--- src/rtl/instr_loader.sv ---
// Byte-serial program loader: takes a length-prefixed, big-endian byte stream and
// writes 32-bit words into instruction memory while holding the CPU in reset.
module instr_loader #(
  parameter logic [31:0] ADDR_BASE = 32'h0000_0000,
  parameter int          MAX_WORDS = 256
) (
  input  logic        clk_i,
  input  logic        rst_i,
  input  logic        start_i,
  input  logic        in_valid_i,
  input  logic [7:0]  in_data_i,
  output logic        in_ready_o,
  output logic        wr_en_o,
  output logic [31:0] wr_addr_o,
  output logic [31:0] wr_data_o,
  output logic        cpu_hold_o,
  output logic        done_o,
  output logic        err_o,
  output logic [15:0] word_cnt_o
);

  localparam logic [16:0] MAX_LEN = 17'(MAX_WORDS);

  typedef enum logic [2:0] {
    IDLE,
    LEN_HI,
    LEN_LO,
    DATA,
    WRITE,
    DONE,
    ERR
  } state_t;

  state_t      state, state_n;
  logic [15:0] len_q, len_n, len_full;
  logic [1:0]  byte_idx_q, byte_idx_n;
  logic [23:0] shift_q, shift_n;
  logic [31:0] wr_addr_n, wr_data_n;
  logic [15:0] word_cnt_n;
  logic        accept;
  logic        settled;
  logic        in_ready_n, wr_en_n, cpu_hold_n, done_n, err_n;

  assign accept = in_valid_i & in_ready_o;

  always_ff @(posedge clk_i or posedge rst_i) begin
    if (rst_i) begin
      state      <= IDLE;
      len_q      <= '0;
      byte_idx_q <= '0;
      shift_q    <= '0;
      in_ready_o <= 1'b0;
      wr_en_o    <= 1'b0;
      wr_addr_o  <= ADDR_BASE;
      wr_data_o  <= '0;
      cpu_hold_o <= 1'b1;
      done_o     <= 1'b0;
      err_o      <= 1'b0;
      word_cnt_o <= '0;
    end else begin
      state      <= state_n;
      len_q      <= len_n;
      byte_idx_q <= byte_idx_n;
      shift_q    <= shift_n;
      in_ready_o <= in_ready_n;
      wr_en_o    <= wr_en_n;
      wr_addr_o  <= wr_addr_n;
      wr_data_o  <= wr_data_n;
      cpu_hold_o <= cpu_hold_n;
      done_o     <= done_n;
      err_o      <= err_n;
      word_cnt_o <= word_cnt_n;
    end
  end

  always_comb begin
    state_n    = state;
    len_n      = len_q;
    byte_idx_n = byte_idx_q;
    shift_n    = shift_q;
    wr_addr_n  = wr_addr_o;
    wr_data_n  = wr_data_o;
    word_cnt_n = word_cnt_o;
    len_full   = {len_q[15:8], in_data_i};

    case (state)
      IDLE, DONE, ERR: begin
        if (start_i) begin
          state_n    = LEN_HI;
          wr_addr_n  = ADDR_BASE;
          word_cnt_n = '0;
        end
      end
      LEN_HI: begin
        if (accept) begin
          len_n[15:8] = in_data_i;
          state_n     = LEN_LO;
        end
      end
      LEN_LO: begin
        if (accept) begin
          len_n      = len_full;
          byte_idx_n = '0;
          if (len_full == 16'd0)
            state_n = DONE;
          else if ({1'b0, len_full} > MAX_LEN)
            state_n = ERR;
          else
            state_n = DATA;
        end
      end
      DATA: begin
        // wr_data_o only changes when a full word is ready, so it never glitches.
        if (accept) begin
          byte_idx_n = byte_idx_q + 2'd1;
          if (byte_idx_q == 2'd3) begin
            wr_data_n = {shift_q, in_data_i};
            state_n   = WRITE;
          end else begin
            shift_n = {shift_q[15:0], in_data_i};
          end
        end
      end
      WRITE: begin
        wr_addr_n  = wr_addr_o + 32'd4;
        word_cnt_n = word_cnt_o + 16'd1;
        state_n    = (word_cnt_n == len_q) ? DONE : DATA;
      end
      default: state_n = IDLE;
    endcase
  end

  // Release is reported one cycle after DONE is entered, and withdrawn on the start edge.
  always_comb begin
    settled    = (state == DONE) && (state_n == DONE);
    in_ready_n = (state_n == LEN_HI) || (state_n == LEN_LO) || (state_n == DATA);
    wr_en_n    = (state_n == WRITE);
    err_n      = (state_n == ERR);
    done_n     = settled;
    cpu_hold_n = !settled;
  end

endmodule

--- config.mk ---
export PLATFORM = sky130hd
export DESIGN_NAME = instr_loader
export DESIGN_NICKNAME = d
export VERILOG_FILES = /design/src/rtl/instr_loader.sv
export SDC_FILE = /design/constraint.sdc
export NUM_CORES = 1
export LEC_CHECK = 0
export ABC_AREA = 1
export CAP_MARGIN = 30
export CORE_ASPECT_RATIO = 1.5
export CORE_MARGIN = 3
export CORE_UTILIZATION = 25
export DETAILED_ROUTE_END_ITERATION = 8
export GPL_ROUTABILITY_DRIVEN = 0
export GPL_TIMING_DRIVEN = 0
export PLACE_DENSITY_LB_ADDON = 0.25
export SKIP_CTS_REPAIR_TIMING = 1
export SLEW_MARGIN = 10
export SYNTH_ARGS = -nofsm -noshare
export SYNTH_HDL_FRONTEND = slang
export SYNTH_SLANG_ARGS = --single-unit
--- constraint.sdc ---
create_clock -name clk_i -period 4.2 [get_ports clk_i]
set_input_delay 0.42 -clock clk_i [delete_from_list [all_inputs] [get_ports clk_i]]
set_output_delay 0.42 -clock clk_i [all_outputs]
set_load 0.02 [all_outputs]
==> results of run 1 <==
## cells by family after synthesis
| group | after synthesis | share of synthesized area |
|---|---|---|
| other cells | 1 | 0.000609 |
| compound gates | 128 | 0.112 |
| flops | 128 | 0.520 |
| buf+inv | 120 | 0.0755 |
| mux | 5 | 0.00812 |
| simple gates | 377 | 0.271 |
| xor+xnor | 4 | 0.00569 |
| fa+ha+maj | 3 | 0.00609 |
## sequential cells by signal (all words and copies together), names as in the netlist
signal      cells
shift_q        24
wr_addr_o      30
word_cnt_o     16
len_q          16
wr_data_o      32
wr_en_o         1
err_o           1
done_o          1
cpu_hold_o      1
byte_idx_q      2
state           3
in_ready_o      1
## synth_stat cells (2+ instances only)
library cell and instances:
mux2i_1 5, nor2_4 2, inv_1 95, buf_2 4, a22oi_1 2, clkinv_2 2, nor2_1 47, clkbuf_1 15
nor2_2 7, ha_1 3, nor2_8 2, a31oi_1 2, nand2_2 6, xor2_1 3, nand3_2 2, nor3_2 3
nand2_1 236, o31ai_1 2, nor3_1 10, o22ai_1 12, nand4_1 17, nand3_1 39, dfrtp_1 127, o21ai_0 83
a21oi_1 19, buf_4 2
## per-stage QoR
stage / instances / instance area, sq um / hold slack (ns)
floorplan: 767 / 6170 / 0.442
global placement: 1180 / 7510 / 0.455
detailed placement: 1181 / 7540 / 0.464
CTS: 1211 / 8150 / 0.415
finish: 1211 / 8150 / 0.399
global route: 1211 / 8150 / 0.433
## cells in the final DEF (no fill, tap or decap), types with 3 or more instances in the layout
cell / instances
ha_1: 3
clkbuf_8: 3
clkinv_2: 4
clkdlybuf4s50_1: 94
nor2_1: 47
a21oi_1: 19
nor3_1: 10
nor2_2: 7
clkbuf_1: 19
inv_1: 94
buf_2: 4
nand2_2: 6
nor3_2: 3
o22ai_1: 12
o21ai_0: 83
nand4_1: 17
dfrtp_1: 127
nand3_1: 39
xor2_1: 3
nand2_1: 236
mux2i_1: 5
clkbuf_16: 17
bufinv_16: 4
## layout make-up
cell class | instances | share of cell area
buffer | 21 | 0.0112
inverter | 99 | 0.0465
sequential | 128 | 0.393
timing repair buffer | 95 | 0.119
clock buffer | 24 | 0.0591
clock inverter | 6 | 0.0160
tap | 319 | 0.0490
multi-input combinational | 519 | 0.306
## power by group through the flow
stage | Clock [mW] | Sequential (mW) | Combinational, mW
detailed placement | 0 | 1.84 | 1.35
global route | 1.66 | 1.86 | 1.51
CTS | 1.61 | 1.82 | 1.35
finish | 1.57 | 1.81 | 1.32
floorplan | 0 | 1.91 | 0.682
global placement | 0 | 1.84 | 1.34
## how the worst min path moves through the flow
stage / start / to / slack [ns] / cells past startpoint
floorplan: shift_q[16] / wr_data_o[24] / 0.44 / 2
global placement: shift_q[20] / wr_data_o[28] / 0.45 / 2
detailed placement: shift_q[18] / wr_data_o[26] / 0.46 / 2
CTS: rst_i / done_o / 0.42 / 2
global route: rst_i / done_o / 0.43 / 2
finish: rst_i / done_o / 0.40 / 2
## metal layers
metal  vias up  wire (um)  track usage
met5         -          0            0
met1      2590       7350        0.155
met2       111       9320        0.248
li1       2696          -            -
met4         0        428       0.0558
met3        24        570       0.0267
==> impl_metrics.json, run 1 <==
{
  "ctsHtreeMaxLevel": 4,
  "finalHoldViolCount": 0,
  "drt_pre_antenna_iters": 5,
  "wire_per_inst_um": 14.6,
  "slew_violations": 0,
  "status": "finished, final reports clean",
  "worstSetupPathType": "reg -> reg",
  "synth_top_area_cell": "dfrtp_1",
  "p_total_mw": 4.71,
  "synth_cell_type_count": 45,
  "start_util": 0.257,
  "grt_remaining_overflow": 0,
  "place_hpwl_um": 13000,
  "startpoint": "state[0]",
  "timing.critical_path.buf_inv": 2,
  "required_ns": 4.53,
  "path_depth": 8,
  "grt_pass1_vias": 5408,
  "worstMarginPinSlew_ns": 0.645,
  "min_period_ns": 2.21,
  "cp-end-kind": "flop",
  "drt_iter0_markers": 305,
  "final_nets": 896,
  "fmax_mhz": 453,
  "num_rows": 69,
  "reg2reg_depth": 8,
  "clockPowerShare": 0.334,
  "yosysTopAreaCellShare": 0.516,
  "num_vias": 5421,
  "vias_per_cell": 4.48,
  "pwr-share-seq": 0.385,
  "clock_sinks": 128,
  "cts_buffer_depth": 2,
  "leakagePower_nw": 3.68,
  "pwr-share-comb": 0.281,
  "synthToLayoutAreaGrowth_pct": 32.3,
  "rsz0062_at_grt": "false",
  "ys_top_cells_by_area": "dfrtp_1 (52%), nand2_1 (14%), o21ai_0 (6.7%)",
  "tritoncts": "yes",
  "multi_input_area_sq_um": 2500,
  "crit_slowest_cell": "dfrtp_1",
  "internal_power_mw": 3.11,
  "yosysWarnings": 0,
  "p_sw_mw": 1.60,
  "hold_class": "in -> async",
  "cp_slowest_stage_delay_ns": 0.43,
  "grt_pass1_wl_um": 28200,
  "fill_cells": 2574,
  "synth_edf_count": 0,
  "setup_viol": 0,
  "crit_family": "simple AND/OR/NAND/NOR gates",
  "crit_end": "word_cnt_o[14]",
  "path_common_cell": "nor2_2",
  "wirelength_um": 17700,
  "numCtsBuffers": 17,
  "port_buffers": 94,
  "critPathMaxFanout": 10,
  "p_per_area_nw_per_um2": 578,
  "irDropWorstVdd_uv": 266,
  "grt_max_degree": 84,
  "seq_area_frac_synth": 0.520,
  "syn_avg_cell_area_sq_um": 8.04,
  "fin_ws_ns": 1.99,
  "dieArea_sq_um": 26600,
  "r2r-end": "word_cnt_o[14]",
  "final_layout_size_suffix_gt1_frac": 0.0729,
  "rrSetupSlack_ns": 1.99,
  "synth-main-ff-cell": "dfrtp_1",
  "antenna_left": 0,
  "max-slew-margin-rel": 0.569,
  "cap_violations": 0,
  "clkLatencyLatePin_ns": 0.43,
  "fin_crit_sh": 0.526,
  "track_usage": 0.136,
  "rr_startpoint": "state[0]",
  "worstPathCellList": "nor2_2 -> nand2_2 -> nand2_1 -> nor2_1 -> nor2_2 -> inv_1 -> buf_2 -> o22ai_1",
  "antenna_found_initial": 0,
  "syn_inst": 766,
  "io_pins": 97,
  "synthArstFlopShare": 1.00,
  "syn-cell-area_sq_um": 6160,
  "tns_ns": 0,
  "clockRootBuffer": "clkbuf_16",
  "path_clk_slew_ns": 0.06,
  "regArea_sq_um": 3200,
  "swShare": 0.339,
  "die_h_um": 198,
  "antenna_cells": 0,
  "preCtsSetupSlack_ns": 1.66,
  "worst_setup_path_start_kind": "flop",
  "drc": 0,
  "core_sq_um": 24000,
  "synth_seq_cells": 128,
  "fin_worst_skew_ns": 0.0115,
  "worstPathArrival_ns": 2.54,
  "final_util": 0.340,
  "dieWidth_um": 134
}
No activity file was read; power rests on OpenSTA's default activity.
==> run 2: changes to the inputs <==
==> constraint.sdc (replaced) <==
create_clock -name clk_i -period 2 [get_ports clk_i]
set_input_delay 0.2 -clock clk_i [delete_from_list [all_inputs] [get_ports clk_i]]
set_output_delay 0.2 -clock clk_i [all_outputs]
set_load 0.02 [all_outputs]
==> impl_metrics.json, run 2 (synthesized netlist as in run 1, its figures left out) <==
{
  "clkLatencyLatePin_ns": 0.43,
  "critPathMaxFanout": 4,
  "rsz0062_at_grt": "true",
  "leakagePower_nw": 3.76,
  "cap_violations": 0,
  "cp-end-kind": "flop",
  "path_common_cell": "nor2_1",
  "synthToLayoutAreaGrowth_pct": 36.4,
  "place_area_sq_um": 7600,
  "clockRootBuffer": "clkbuf_16",
  "r2r-end": "err_o",
  "drc": 0,
  "reg2reg_depth": 13,
  "irDropWorstVdd_uv": 586,
  "p_per_area_nw_per_um2": 1180,
  "fin_worst_skew_ns": 0.0102,
  "dieWidth_um": 134,
  "rr_startpoint": "word_cnt_o[1]",
  "antenna_left": 0,
  "crit_slowest_cell": "dfrtp_1",
  "final_nets": 912,
  "port_buffers": 94,
  "worstPathArrival_ns": 2.30,
  "slew_violations": 0,
  "tns_ns": -0.00123,
  "worstPathCellList": "ha_4 -> nand3_1 -> nor2_2 -> nand4_1 -> buf_4 -> nand3_1 -> nand2_1 -> nand2_1 -> nor2_2 -> nand3_2 -> nor2_1 -> nor2_1 -> nor2_1",
  "max-slew-margin-rel": 0.607,
  "largest_register_ffs": 32,
  "status": "finished, violations left",
  "finalHoldViolCount": 0,
  "wire_per_inst_um": 14.5,
  "largest_registers": "wr_data_o (32), wr_addr_o (30), shift_q (24)",
  "fin_ws_ns": -0.00123,
  "crit_family": "simple AND/OR/NAND/NOR gates",
  "rrSetupSlack_ns": -0.001,
  "die_h_um": 198,
  "wirelength_um": 17800,
  "tritoncts": "yes",
  "num_rows": 69,
  "hold_class": "in -> async",
  "worstMarginPinSlew_ns": 0.590,
  "numCtsBuffers": 17,
  "violations": "negative setup slack",
  "clock_sinks": 128,
  "worstSetupPathType": "reg -> reg",
  "place_hpwl_um": 13300,
  "drt_iter0_markers": 247,
  "vias_per_cell": 4.46,
  "ctsHtreeMaxLevel": 4,
  "required_ns": 2.30,
  "min_period_ns": 2.00,
  "io_pins": 97,
  "top_register": "wr_data_o",
  "final_cell_mix": "nand2_1 (229), dfrtp_1 (123), clkdlybuf4s50_1 (94)",
  "path_clk_slew_ns": 0.06,
  "antenna_cells": 0,
  "final_area_sq_um": 8400,
  "drt_pre_antenna_iters": 4,
  "cts_buffer_depth": 2,
  "final_layout_size_suffix_gt1_frac": 0.130,
  "worst_setup_path_start_kind": "flop",
  "fin_crit_sh": 1.00,
  "start_util": 0.257,
  "setup_viol": 1,
  "grt_pass1_vias": 5496,
  "timing.critical_path.buf_inv": 1,
  "grt_max_degree": 34,
  "layout_commonest_cell": "nand2_1",
  "track_usage": 0.138,
  "fmax_mhz": 500,
  "antenna_found_initial": 0,
  "grt_pass1_wl_um": 28900,
  "cp_slowest_stage_delay_ns": 0.43,
  "dieArea_sq_um": 26600,
  "core_sq_um": 24000,
  "num_vias": 5482,
  "grt_remaining_overflow": 0
}
==> run 2: routing by layer <==
| layer | vias up | routed length (um) | track usage | share of wire |
|---|---|---|---|---|
| met5 | - | 0 | 0 | 0 |
| met4 | 0 | 518 | 0.0585 | 0.029 |
| met3 | 27 | 683 | 0.0254 | 0.038 |
| met2 | 120 | 9380 | 0.251 | 0.53 |
| met1 | 2602 | 7250 | 0.159 | 0.41 |
| li1 | 2733 | - | - | - |
==> run 2: report_power, final <==
group	switching, mW	internal, mW	leakage (nW)
Combinational	1.78	1.24	1.79
Clock	1.16	1.88	0.267
Sequential	0.539	3.27	1.70
==> run 2: how the worst max path moves through the flow <==
stage | cells past startpoint | start | slack [ns] | to
after floorplan | 12 | wr_addr_o[2] | 0.09 | wr_addr_o[24]
after global routing | 14 | word_cnt_o[1] | -0.15 | in_ready_o
after detailed placement | 7 | in_valid_i | -0.34 | wr_data_o[0]
after CTS | 8 | state[0] | -0.24 | word_cnt_o[14]
final | 13 | word_cnt_o[1] | -0.001 | err_o
after global placement | 2 | rst_i | -1.18 | word_cnt_o[2]
==> run 2: worst register-to-register path, cell delays in order, from the launching register on <==
cell	delay, ns
dfrtp_1	0.43
ha_4	0.19
nand3_1	0.12
nor2_2	0.20
nand4_1	0.14
buf_4	0.16
nand3_1	0.07
nand2_1	0.06
nand2_1	0.07
nor2_2	0.05
nand3_2	0.08
nor2_1	0.05
nor2_1	0.17
nor2_1	0.08
==> run 2: stage by stage <==
stage          worst slack, ns   util  std cells  hold WS [ns]  power (mW)
3_5_place_dp            -0.342  0.317       1184         0.459        6.72
4_1_cts                 -0.240  0.340       1215         0.146        9.83
2_1_floorplan           0.0935      -        767         0.321        5.45
6_report              -0.00123  0.350       1228         0.153        9.88
3_3_place_gp             -1.18  0.313       1180         0.454        6.67
5_1_grt                 -0.152  0.350       1228         0.176        10.6
==> run 2: layout make-up <==
| class | count | area, sq um |
|---|---|---|
| Timing Repair Buffer | 111 | 1130 |
| Fill cell | 2600 | 15600 |
| Sequential cell | 128 | 3210 |
| Inverter | 99 | 383 |
| Tap cell | 319 | 399 |
| Clock inverter | 10 | 113 |
| Multi-Input combinational cell | 519 | 2610 |
| Buffer | 21 | 103 |
| Clock buffer | 21 | 460 |
==> run 3: changes to the inputs <==
--- a/config.mk
+++ b/config.mk
@@ -5,7 +5,6 @@
 export SDC_FILE = /design/constraint.sdc
 export NUM_CORES = 1
 export LEC_CHECK = 0
-export ABC_AREA = 1
 export CAP_MARGIN = 30
 export CORE_ASPECT_RATIO = 1.5
 export CORE_MARGIN = 3
==> impl_metrics.json, run 3 <==
{
  "status": "finished, violations left",
  "violations": "negative setup slack",
  "drt_iter0_markers": 202,
  "grt_pass1_wl_um": 26100,
  "setup_viol": 3,
  "synth.most_common_cell": "dfrtp_1",
  "antenna_cells": 0,
  "finalHoldViolCount": 0,
  "numCtsBuffers": 17,
  "synth_fa_ha_area_frac": 0.00626,
  "fin_worst_skew_ns": 0.0111,
  "num_vias": 4670,
  "synth-main-ff-cell": "dfrtp_1",
  "rsz0062_at_grt": "true",
  "worstSetupPathType": "reg -> reg",
  "cts_buffer_depth": 2,
  "critPathMaxFanout": 5,
  "preCtsSetupSlack_ns": -0.938,
  "top_register": "wr_data_o",
  "tritoncts": "yes",
  "place_hpwl_um": 11400,
  "synthArstFlopShare": 1.00,
  "synth_seq_cells": 128,
  "yosysTopAreaCellShare": 0.530,
  "fin_hold_ws_ns": 0.143,
  "min_period_ns": 2.30,
  "slew_violations": 0,
  "worstMarginPinSlew_ns": 0.640,
  "start_util": 0.257,
  "synthToLayoutAreaGrowth_pct": 41.0,
  "fin_ws_ns": -0.300,
  "path_clk_slew_ns": 0.06,
  "synth_simple_gate_area_frac": 0.148,
  "clock_sinks": 128,
  "dieArea_sq_um": 25900,
  "drc": 0,
  "ctsHtreeMaxLevel": 4,
  "fin_crit_sh": 1.15,
  "port_buffers": 94,
  "clkLatencyLatePin_ns": 0.43,
  "clockRootBuffer": "clkbuf_16",
  "wire_per_inst_um": 16.6,
  "synth_cell_type_count": 56,
  "die_h_um": 196,
  "num_rows": 68,
  "largest_registers": "wr_data_o (32), wr_addr_o (30), shift_q (24)",
  "grt_remaining_overflow": 0,
  "io_pins": 97,
  "p_per_area_nw_per_um2": 1220,
  "required_ns": 2.26,
  "syn-cell-area_sq_um": 6000,
  "synth_top_family_by_area": "multiplexers",
  "synthMuxAreaShare": 0.158,
  "vias_per_cell": 4.73,
  "irDropWorstVdd_uv": 681,
  "ys_top_cells_by_count": "dfrtp_1 (127), mux2_2 (72), nand2_1 (47)",
  "core_sq_um": 23300,
  "cp-end-kind": "flop",
  "antenna_found_initial": 0,
  "grt_max_degree": 38,
  "worstPathArrival_ns": 2.56,
  "grt_pass1_vias": 4788,
  "dieWidth_um": 132,
  "leakagePower_nw": 3.66,
  "synth-xor-area-share": 0.0336,
  "synth_top_area_cell": "dfrtp_1",
  "syn_avg_cell_area_sq_um": 11.5,
  "drt_pre_antenna_iters": 4,
  "seq_area_frac_synth": 0.534,
  "fmax_mhz": 435,
  "wirelength_um": 16400,
  "final_nets": 674,
  "cap_violations": 0,
  "largest_register_ffs": 32,
  "layout_commonest_cell": "dfrtp_1",
  "syn_inst": 522,
  "antenna_left": 0,
  "ys_top_cells_by_area": "dfrtp_1 (53%), mux2_2 (14%), o21ai_0 (3.0%)",
  "final_cell_mix": "dfrtp_1 (115), clkdlybuf4s50_1 (94), mux2_2 (72)",
  "synth_edf_count": 0,
  "hold_class": "in -> async",
  "worst_setup_path_start_kind": "flop",
  "final_layout_size_suffix_gt1_frac": 0.301,
  "synth-compound-area-share": 0.0932,
  "yosysWarnings": 0,
  "max-slew-margin-rel": 0.573,
  "track_usage": 0.127
}
==> run 3: cell count changes after synthesis, moves of 11 or more <==
cell,delta
nand2_1,-189
o22ai_1,-11
o21ai_0,-47
nor2_1,-23
inv_1,-90
xor2_1,+11
mux2_2,+72
==> run 3: cell families after synthesis <==
logic type               count (synthesis)
AND/OR/NAND/NOR                        161
multiplexers                            86
adder cells (fa/ha/maj)                  3
XOR/XNOR                                23
flip-flops                             128
other                                    1
AO/OA/AOI/OAI                           88
buffers and inverters                   32
==> run 3: worst max-delay path, stage by stage, from the launching register on <==
cell and delay (ns):
dfrtp_2 0.38, buf_4 0.14, buf_4 0.13, and4_1 0.30, and3_1 0.21, o221ai_2 0.11, a2111o_1 0.35, a2111oi_4 0.38
a211oi_2 0.14
==> run 3: per-stage QoR <==
stage	setup TNS (ns)	util	cells	cell area (sq um)	total power [mW]
floorplan	-0.238	-	523	6040	5.63
global placement	-174.03	0.316	932	7370	6.63
detailed placement	-50.75	0.319	935	7430	6.74
CTS	-29.92	0.346	967	8070	10.2
global route	-0.989	0.363	987	8460	11.0
finish	-0.779	0.363	987	8460	10.4
==> run 3: cell type report <==
| type | instances | area, sq um |
|---|---|---|
| inverters | 5 | 22.5 |
| flip-flops and latches | 128 | 3220 |
| multi-input cells | 363 | 2820 |
| plain buffers | 22 | 151 |
| well taps | 315 | 394 |
| repair buffers | 122 | 1220 |
| fillers | 2303 | 14900 |
| clock buffers | 18 | 429 |
| clock inverters | 14 | 205 |
==> run 3: routing by layer <==
| layer | global-route usage | wire length, um |
|---|---|---|
| met1 | 0.143 | 6510 |
| met2 | 0.226 | 8670 |
| met3 | 0.0367 | 833 |
| met4 | 0.0478 | 363 |
| met5 | 0 | 0 |
==> run 3: worst paths after layout <==
kind                       depth (start not counted)  slack (ns)          start             to
min in group clk_i                                 1        0.48  wr_addr_o[31]  wr_addr_o[31]
max in group asynchronous                          4        1.03          rst_i  wr_addr_o[12]
min                                                2        0.14          rst_i    shift_q[15]
max reg2reg                                        8       -0.30  word_cnt_o[1]     in_ready_o
min reg2reg                                        1        0.48  wr_addr_o[31]  wr_addr_o[31]
max                                                8       -0.30  word_cnt_o[1]     in_ready_o
==> run 3: report_power, final <==
group          total (mW)  switching, mW  internal, mW
Combinational        3.15           1.57          1.58
Sequential           3.82          0.537          3.28
Clock                3.40           1.29          2.11
Total                10.4           3.39          6.97
